--- src/rtl/debouncer_pkg.sv ---
// Shared types and constants for the push-button debouncer front end.
package debouncer_pkg;

  typedef enum logic [1:0] {
    ST_IDLE    = 2'd0,
    ST_CONFIRM = 2'd1,
    ST_HELD    = 2'd2,
    ST_RELEASE = 2'd3
  } btn_state_t;

  localparam int unsigned DEFAULT_DEBOUNCE_CYCLES = 1_000_000;
  localparam int unsigned SYNC_STAGES             = 2;

endpackage

--- src/rtl/button_fsm.sv ---
// One button: 2-flop synchroniser, stability counter and press/release FSM.
// o_confirmed_c strobes for one cycle on the edge a press becomes confirmed.
module button_fsm
  import debouncer_pkg::*;
#(
  parameter int unsigned DEBOUNCE_CYCLES = DEFAULT_DEBOUNCE_CYCLES
) (
  input  logic i_clk,
  input  logic i_reset,
  input  logic i_button,
  output logic o_confirmed_c
);

  localparam int unsigned CNT_W = $clog2(DEBOUNCE_CYCLES + 1);
  // The sample that leaves IDLE/HELD counts as the first stable one,
  // so the count completes when it holds DEBOUNCE_CYCLES-1 prior samples.
  localparam logic [CNT_W-1:0] CNT_LAST = CNT_W'(DEBOUNCE_CYCLES - 1);
  localparam logic [CNT_W-1:0] CNT_ONE  = CNT_W'(1);

  logic [SYNC_STAGES-1:0] r_sync;
  btn_state_t             r_state;
  btn_state_t             w_state_next;
  logic [CNT_W-1:0]       r_cnt;
  logic [CNT_W-1:0]       w_cnt_next;
  logic                   w_synced;

  assign w_synced = r_sync[SYNC_STAGES-1];

  always_ff @(posedge i_clk or posedge i_reset) begin
    if (i_reset) begin
      r_sync  <= '0;
      r_state <= ST_IDLE;
      r_cnt   <= '0;
    end else begin
      r_sync  <= {r_sync[SYNC_STAGES-2:0], i_button};
      r_state <= w_state_next;
      r_cnt   <= w_cnt_next;
    end
  end

  always_comb begin
    w_state_next  = r_state;
    w_cnt_next    = r_cnt;
    o_confirmed_c = 1'b0;
    case (r_state)
      ST_IDLE: begin
        w_cnt_next = '0;
        if (w_synced) begin
          if (CNT_LAST == '0) begin
            w_state_next  = ST_HELD;
            o_confirmed_c = 1'b1;
          end else begin
            w_state_next = ST_CONFIRM;
            w_cnt_next   = CNT_ONE;
          end
        end
      end
      ST_CONFIRM: begin
        if (!w_synced) begin
          w_state_next = ST_IDLE;
          w_cnt_next   = '0;
        end else if (r_cnt == CNT_LAST) begin
          w_state_next  = ST_HELD;
          w_cnt_next    = '0;
          o_confirmed_c = 1'b1;
        end else begin
          w_cnt_next = r_cnt + CNT_ONE;
        end
      end
      ST_HELD: begin
        w_cnt_next = '0;
        if (!w_synced) begin
          if (CNT_LAST == '0) begin
            w_state_next = ST_IDLE;
          end else begin
            w_state_next = ST_RELEASE;
            w_cnt_next   = CNT_ONE;
          end
        end
      end
      ST_RELEASE: begin
        if (w_synced) begin
          w_state_next = ST_HELD;
          w_cnt_next   = '0;
        end else if (r_cnt == CNT_LAST) begin
          w_state_next = ST_IDLE;
          w_cnt_next   = '0;
        end else begin
          w_cnt_next = r_cnt + CNT_ONE;
        end
      end
      default: begin
        w_state_next = ST_IDLE;
        w_cnt_next   = '0;
      end
    endcase
  end

endmodule

--- src/rtl/input_debouncer.sv ---
// Debounces NB_BUTTONS push-buttons into one-hot-or-zero load pulses plus a data word.
// Define INPUT_DEBOUNCER_DATA_SNAPSHOT_EN to latch o_data with each pulse.
module input_debouncer
  import debouncer_pkg::*;
#(
  parameter int unsigned NB_DATA         = 8,
  parameter int unsigned NB_BUTTONS      = 3,
  parameter int unsigned DEBOUNCE_CYCLES = DEFAULT_DEBOUNCE_CYCLES
) (
  input  logic                  i_clk,
  input  logic                  i_reset,
  input  logic [NB_BUTTONS-1:0] i_buttons,
  input  logic [NB_DATA-1:0]    i_switches,
  output logic [NB_BUTTONS-1:0] o_enable,
  output logic [NB_DATA-1:0]    o_data,
  output logic [NB_BUTTONS-1:0] o_pending
);

  logic [NB_BUTTONS-1:0]                w_confirmed;
  logic [NB_BUTTONS-1:0]                w_grant;
  logic [NB_BUTTONS-1:0]                w_pending_next;
  logic [NB_BUTTONS-1:0]                r_pending;
  logic [NB_BUTTONS-1:0]                r_enable;
  logic [SYNC_STAGES-1:0][NB_DATA-1:0] r_sw_sync;

  for (genvar g = 0; g < NB_BUTTONS; g++) begin : g_btn
    button_fsm #(
      .DEBOUNCE_CYCLES(DEBOUNCE_CYCLES)
    ) u_button_fsm (
      .i_clk        (i_clk),
      .i_reset      (i_reset),
      .i_button     (i_buttons[g]),
      .o_confirmed_c(w_confirmed[g])
    );
  end

  // Lowest-index pending bit wins; a fresh confirm re-sets a bit being issued.
  assign w_grant        = r_pending & (~r_pending + NB_BUTTONS'(1));
  assign w_pending_next = (r_pending & ~w_grant) | w_confirmed;

  always_ff @(posedge i_clk or posedge i_reset) begin
    if (i_reset) begin
      r_pending <= '0;
      r_enable  <= '0;
      r_sw_sync <= '0;
    end else begin
      r_pending <= w_pending_next;
      r_enable  <= w_grant;
      r_sw_sync <= {r_sw_sync[SYNC_STAGES-2:0], i_switches};
    end
  end

  assign o_enable  = r_enable;
  assign o_pending = r_pending;

`ifdef INPUT_DEBOUNCER_DATA_SNAPSHOT_EN
  logic [NB_DATA-1:0] r_data;

  // Capture alongside the enable so the word is valid in the pulse cycle.
  always_ff @(posedge i_clk or posedge i_reset) begin
    if (i_reset) begin
      r_data <= '0;
    end else if (|w_grant) begin
      r_data <= r_sw_sync[SYNC_STAGES-1];
    end
  end

  assign o_data = r_data;
`else
  assign o_data = r_sw_sync[SYNC_STAGES-1];
`endif

endmodule

--- config.mk ---
export PLATFORM = sky130hd
export DESIGN_NAME = input_debouncer
export DESIGN_NICKNAME = d
export VERILOG_FILES = /design/src/rtl/debouncer_pkg.sv /design/src/rtl/button_fsm.sv /design/src/rtl/input_debouncer.sv
export SDC_FILE = /design/constraint.sdc
export NUM_CORES = 1
export LEC_CHECK = 0
export BUFFER_PORTS_ARGS = -buffer_cell sky130_fd_sc_hd__clkbuf_2
export CORE_ASPECT_RATIO = 0.6
export CORE_UTILIZATION = 43
export CTS_CLUSTER_DIAMETER = 60
export DETAILED_ROUTE_END_ITERATION = 8
export MAX_ROUTING_LAYER = met4
export SLEW_MARGIN = 15
export SYNTH_ARGS = -nofsm -noshare
export SYNTH_HDL_FRONTEND = slang
export SYNTH_HIERARCHICAL = 1
export SYNTH_SLANG_ARGS = --single-unit
export TNS_END_PERCENT = 10
--- constraint.sdc ---
create_clock -name i_clk -period 3.6 [get_ports i_clk]
set_input_delay 0.18 -clock i_clk [delete_from_list [all_inputs] [get_ports i_clk]]
set_output_delay 0.18 -clock i_clk [all_outputs]
set_load 0.05 [all_outputs]
# Word-level counts from Yosys, hierarchy flattened
# Cells that the tools add are included.
dict set report op_classes {
  mux 48
  reduce_logical 6
  eq_ne 24
  n_addsub 4
  bitwise 5
}
# operator n
set ops {}
lappend ops {{case mux 20 bit (4 select lines)} 3}
lappend ops {{two-way mux 20 bit} 9}
lappend ops {{adder 20 x 1 -> 20 bit, second input constant} 3}
lappend ops {{== test 20 bit, second input constant} 3}
lappend ops {{two-way mux 2 bit} 18}
lappend ops {{case mux 2 bit (4 select lines)} 3}
lappend ops {{two-way mux 1 bit} 15}
lappend ops {{== test 2 bit, second input constant} 6}
lappend ops {{AND reduction 4 bit} 3}
lappend ops {{!= test 3 x 1 -> 1 bit, second input constant} 3}
lappend ops {{!= test 3 bit, second input constant} 3}
lappend ops {{bitwise AND 3 bit} 2}
lappend ops {{== test 2 x 1 -> 1 bit, second input constant} 3}
lappend ops {{zero test 2 bit} 3}
lappend ops {{!= test 2 x 1 -> 1 bit, second input constant} 3}
lappend ops {{!= test 2 bit, second input constant} 3}
lappend ops {{NOT 3 bit} 2}
lappend ops {{adder 3 x 1 -> 3 bit, second input constant} 1}
lappend ops {{OR 3 bit} 1}
dict set report word_totals {
  out_inout_bits 14
  wordCells 100
  register_bits 94
}

# Logic depth before layout (Yosys ltp)
dict set report depth {
  ltp_word 6
  depth_mapped 7
  ltp_nobuf 5
}

# Modules after synthesis
# Netlist, hierarchy kept.
# module instances cells_each seq_area_each_um2 area_each_um2
set by_module_without_submodules {}
lappend by_module_without_submodules {button_fsm 3 114 600.6 1202.4}
lappend by_module_without_submodules {input_debouncer 1 37 550.5 660.6}

# Worst setup path after synthesis
# Ideal clock, no wire load.
dict set report synth_timing {
  path_kind {register -> register}
  startpoint {register g_btn[0].u_button_fsm.r_cnt[11]}
  endpoint {register g_btn[0].u_button_fsm.r_cnt[11]}
  path_slack_ps 1937
  t_arrival_ps 1544
  setup_ps 118
  stages_incl_launch_ff 7
  path_buffers 2
  required_time_ps 3482
  path_cell_list {dfrtp_1 -> or4_1 -> nor2_1 -> a211o_1 -> buf_4 -> buf_6 -> nor2_1}
}
dict set report synth_via {
  elab_chain_cells 4
}
# element line
set synth_lines {}
lappend synth_lines {{start, declared} button_fsm.sv:23} ;# logic [CNT_W-1:0] r_cnt;
lappend synth_lines {{start signal, assigned} button_fsm.sv:37} ;# r_cnt <= w_cnt_next;
lappend synth_lines {{adder 20 x 1 -> 20 bit or == test 20 bit (tied branches)} n/a}
lappend synth_lines {{two-way mux 20 bit (*)} {button_fsm.sv:62, button_fsm.sv:85}}
lappend synth_lines {{two-way mux 20 bit (on tied branches)} {button_fsm.sv:82, button_fsm.sv:59}}
lappend synth_lines {{case mux 20 bit (4 select lines) (*)} button_fsm.sv:45} ;# case (r_state)
lappend synth_lines {{named net g_btn[0].u_button_fsm.w_cnt_next[11]} button_fsm.sv:24} ;# logic [CNT_W-1:0] w_cnt_next;
# The timed path passes the listed nets; every way through them passes the cells marked *.
# A chain may end at the register's enable or synchronous reset.

# Final worst setup path
dict set report layout_timing {
  startpoint {register g_btn[1].u_button_fsm.r_cnt[2]}
  endpoint {register g_btn[1].u_button_fsm.r_cnt[7]}
}
dict set report layout_via {
  elab_chain_cells 4
}
# element line
set layout_lines {}
lappend layout_lines {{start, declared} button_fsm.sv:23}
lappend layout_lines {{start signal, assigned} button_fsm.sv:37}
lappend layout_lines {{adder 20 x 1 -> 20 bit or == test 20 bit (tied branches)} n/a}
lappend layout_lines {{two-way mux 20 bit (*)} {button_fsm.sv:62, button_fsm.sv:85}}
lappend layout_lines {{two-way mux 20 bit (on tied branches)} {button_fsm.sv:82, button_fsm.sv:59}}
lappend layout_lines {{case mux 20 bit (4 select lines) (*)} button_fsm.sv:45}
lappend layout_lines {{named net g_btn[1].u_button_fsm.w_cnt_next[7]} button_fsm.sv:24}
# Marks and branches as above.

==> out/metrics.csv <==
metric,value,unit
CP peak stage delay,0.57,ns
"Req. time, crit path",3.80,ns
cell-by-cell trace of the critical path,and4_1 -> and4_4 -> a211o_1 -> nor2_1,
Final TNS setup,0,ns
initial core utilization,45.44,%
port bufs,26,
slew margin rel.,36.50,%
multi-input logic area,1687,um^2
Yosys top cell area share,55.12,%
FP Rows,27,
area grow syn2layout,12.20,%
antenna diode count,0,
Slew @ Worst Pin,0.9514,ns
largest cells by area after synthesis,"dfrtp_1 (55%), xor2_1 (6.2%), nand3_1 (3.5%), nor2_1 (3.4%), buf_4 (2.6%)",
final worst path period share,56.79,%
Root Driver,clkbuf_16,
CP Launch Type,flop,
cells after synthesis,379,
crit path buf inv count,0,
"antenna viol nets, final",0,
DRT iter0 DRCs,231,
leakage power,2.134,nW
register area share after synthesis,55.12,%
post-route minimum period,2.044,ns
clock-pin transition on the worst setup and hold timing paths,0.07,ns
crit end category,flop,
HP Class,in2async,
Pins Over Slew Limit,0,
critical path class,reg2reg,
Clock Sinks,94,
chip height,79.17,um
status,finished clean,
slowest CP cell,a211o_1,
Synth area leader,dfrtp_1,
CTS max path bufs,2,
"Cell Area, Synth",4268,um^2
Reg area,2352,um^2
Yosys Warn Count,6,
Vias per Instance,5.203,
DRC Markers,0,
RSZ-0062 raised after global routing,no,
dpl hpwl,5.127,mm
vias in the first global route,2804,
Max Freq,489.1,MHz
"Distinct cells, synth",35,
CP arrival,2.24,ns
total power,2.106,mW
Via Count,2815,
clock skew,0.01079,ns
"Avg Cell Area, Syn",11.26,um^2
Final Wtd Congestion,0.7528,
"delay-heaviest family, CP",simple AND/OR/NAND/NOR gates,
fillcell total,879,
global route overflow,0,
Die ar.,10340,um^2
boundary pin count,27,
cts bufs inserted,9,
WL final,7.709,mm
H-Tree Depth,3,
total track usage,17.84,%
Wirelength per Cell,14.25,um
ratio of cells with drive above 1 in the final layout,17.27,%
MaxCap Viol Count,0,
Power Density,439.8,nW/um^2
Synth Register Bits,94,
Skew-Pair Late Insertion Delay,0.34,ns
Peak VDD IR,0.0002351,V
pin count of the biggest net entering global routing,25,
Final Hold Vio Count,0,
Die X-Extent,130.6,um
Core ar.,9392,um^2
reg2reg setup slack,1.56,ns
antenna violations before repair,0,
drt pass-1 iters,4,
cts repair resizes,0,
Nets,422,
CP max FO,19,
CTS tree,yes,
Final Setup Violations,0,
Syn Nets,395,
first-pass GRT wire length,13.92,mm
[final timing paths]
path                                                startpoint                         endpoint  cells past startpoint
worst min register to register                    r_sw_sync[2]                        o_data[2]                      0
worst min-delay path                                   i_reset                     o_pending[1]                      2
worst max-delay path            g_btn[1].u_button_fsm/r_cnt[2]   g_btn[1].u_button_fsm/r_cnt[7]                      4
min in group i_clk                                r_sw_sync[2]                        o_data[2]                      0
worst max register to register  g_btn[1].u_button_fsm/r_cnt[2]   g_btn[1].u_button_fsm/r_cnt[7]                      4
max in group asynchronous                              i_reset  g_btn[2].u_button_fsm/r_cnt[16]                      2
[flip-flops by register name, indices dropped and copies added, names as in the netlist, named ones only]
register                    flops
g_btn.u_button_fsm/r_cnt       60
o_data                          8
g_btn.u_button_fsm/r_state      3
g_btn.u_button_fsm/r_sync       6
r_sw_sync                       8
o_pending                       3
o_enable                        3
[where the power goes]
part | internal (mW) | total [mW] | switching (mW)
clock network | 0.490 | 0.938 | 0.447
logic | 0.0238 | 0.0833 | 0.0595
registers | 1.07 | 1.09 | 0.0113
[through the flow]
stage	area, um^2	util, %	hold slack (ns)	std cells	setup slack, ns
after CTS	4788	50.99	0.03027	541	1.537
after detailed placement	4380	46.64	0.2897	514	1.539
after global routing	4788	50.99	0.08130	541	1.385
final	4788	50.99	0.009266	541	1.556
after global placement	4380	46.64	0.2886	514	1.611
after floorplan	4268	-	0.1692	379	1.937
[cells in the mapped netlist]
cell type   n
nor2b_1     1
and3_1     12
buf_4      15
or4_1      15
nand4_4     3
a211o_1     3
nor3b_1     3
a21oi_1    15
nand2_2     3
nand2b_1    1
and4_1      3
dfrtp_1    94
nor2_1     39
nand3_1    30
nand4_1     9
nor3b_2     1
o21ai_0     9
a31oi_1     3
xnor2_1     6
a21o_2      1
ha_1        3
a21oi_2     6
mux2_1      3
xor2_1     30
or4_4       6
and2_1      3
buf_6       6
o21ai_1     1
a21boi_0    3
or3_1       6
o31ai_1    12
and3_2      3
nand2_1    12
and4_4      6
inv_1      13
[final cells by class]
| cell class | count | area share (%) |
|---|---|---|
| clock inverters | 7 | 1.516 |
| flip-flops and latches | 94 | 49.12 |
| multi-input cells | 251 | 35.22 |
| inverters | 13 | 1.019 |
| clock buffers | 9 | 4.703 |
| repair buffers | 37 | 5.017 |
| well taps | 130 | 3.397 |
[metal layers]
layer / GRT usage [%] / part of all wire (%)
met1: 26.63 / 56
met2: 23.07 / 40
met3: 4.987 / 3.7
met4: 5.172 / 0.52
met5: - / 0
[layout by cell type, fill, tap and decap left out, drive strengths merged]
cell | netlist | routed
nand3 | 30 | 30
nor2 | 39 | 39
nor3b | 4 | 4
inv | 13 | 17
a31oi | 3 | 3
nor2b | 1 | 1
dfrtp | 94 | 94
or3 | 6 | 6
dlygate4sd3 | 0 | 11
a21o | 1 | 1
a211o | 3 | 3
and4 | 9 | 9
a21oi | 21 | 21
a21boi | 3 | 3
mux2 | 3 | 3
or4 | 21 | 21
xor2 | 30 | 30
nand4 | 12 | 12
xnor2 | 6 | 6
nand2b | 1 | 1
and2 | 3 | 3
o21ai | 10 | 10
clkinvlp | 0 | 1
and3 | 15 | 15
nand2 | 15 | 15
clkinv | 0 | 2
o31ai | 12 | 12
ha | 3 | 3
clkbuf | 0 | 35
[kinds of logic (layout without fill, tap and decap cells)]
| logic type | count (synthesis) | after routing | share of synthesized area (%) |
|---|---|---|---|
| AND/OR/NAND/NOR | 156 | 156 | 22.40 |
| flip-flops | 94 | 94 | 55.12 |
| AO/OA/AOI/OAI | 53 | 53 | 8.062 |
| XOR/XNOR | 36 | 36 | 7.388 |
| buffers and inverters | 34 | 66 | 5.365 |
| adder cells (fa/ha/maj) | 3 | 3 | 0.8796 |
| multiplexers | 3 | 3 | 0.7915 |
[what timing repair did]
action                    4_1_cts  5_1_grt
hold buffers                   11        0
setup buffers                   0        0
hold endpoints to repair       11        0
Power figures use the tool's default switching activity.
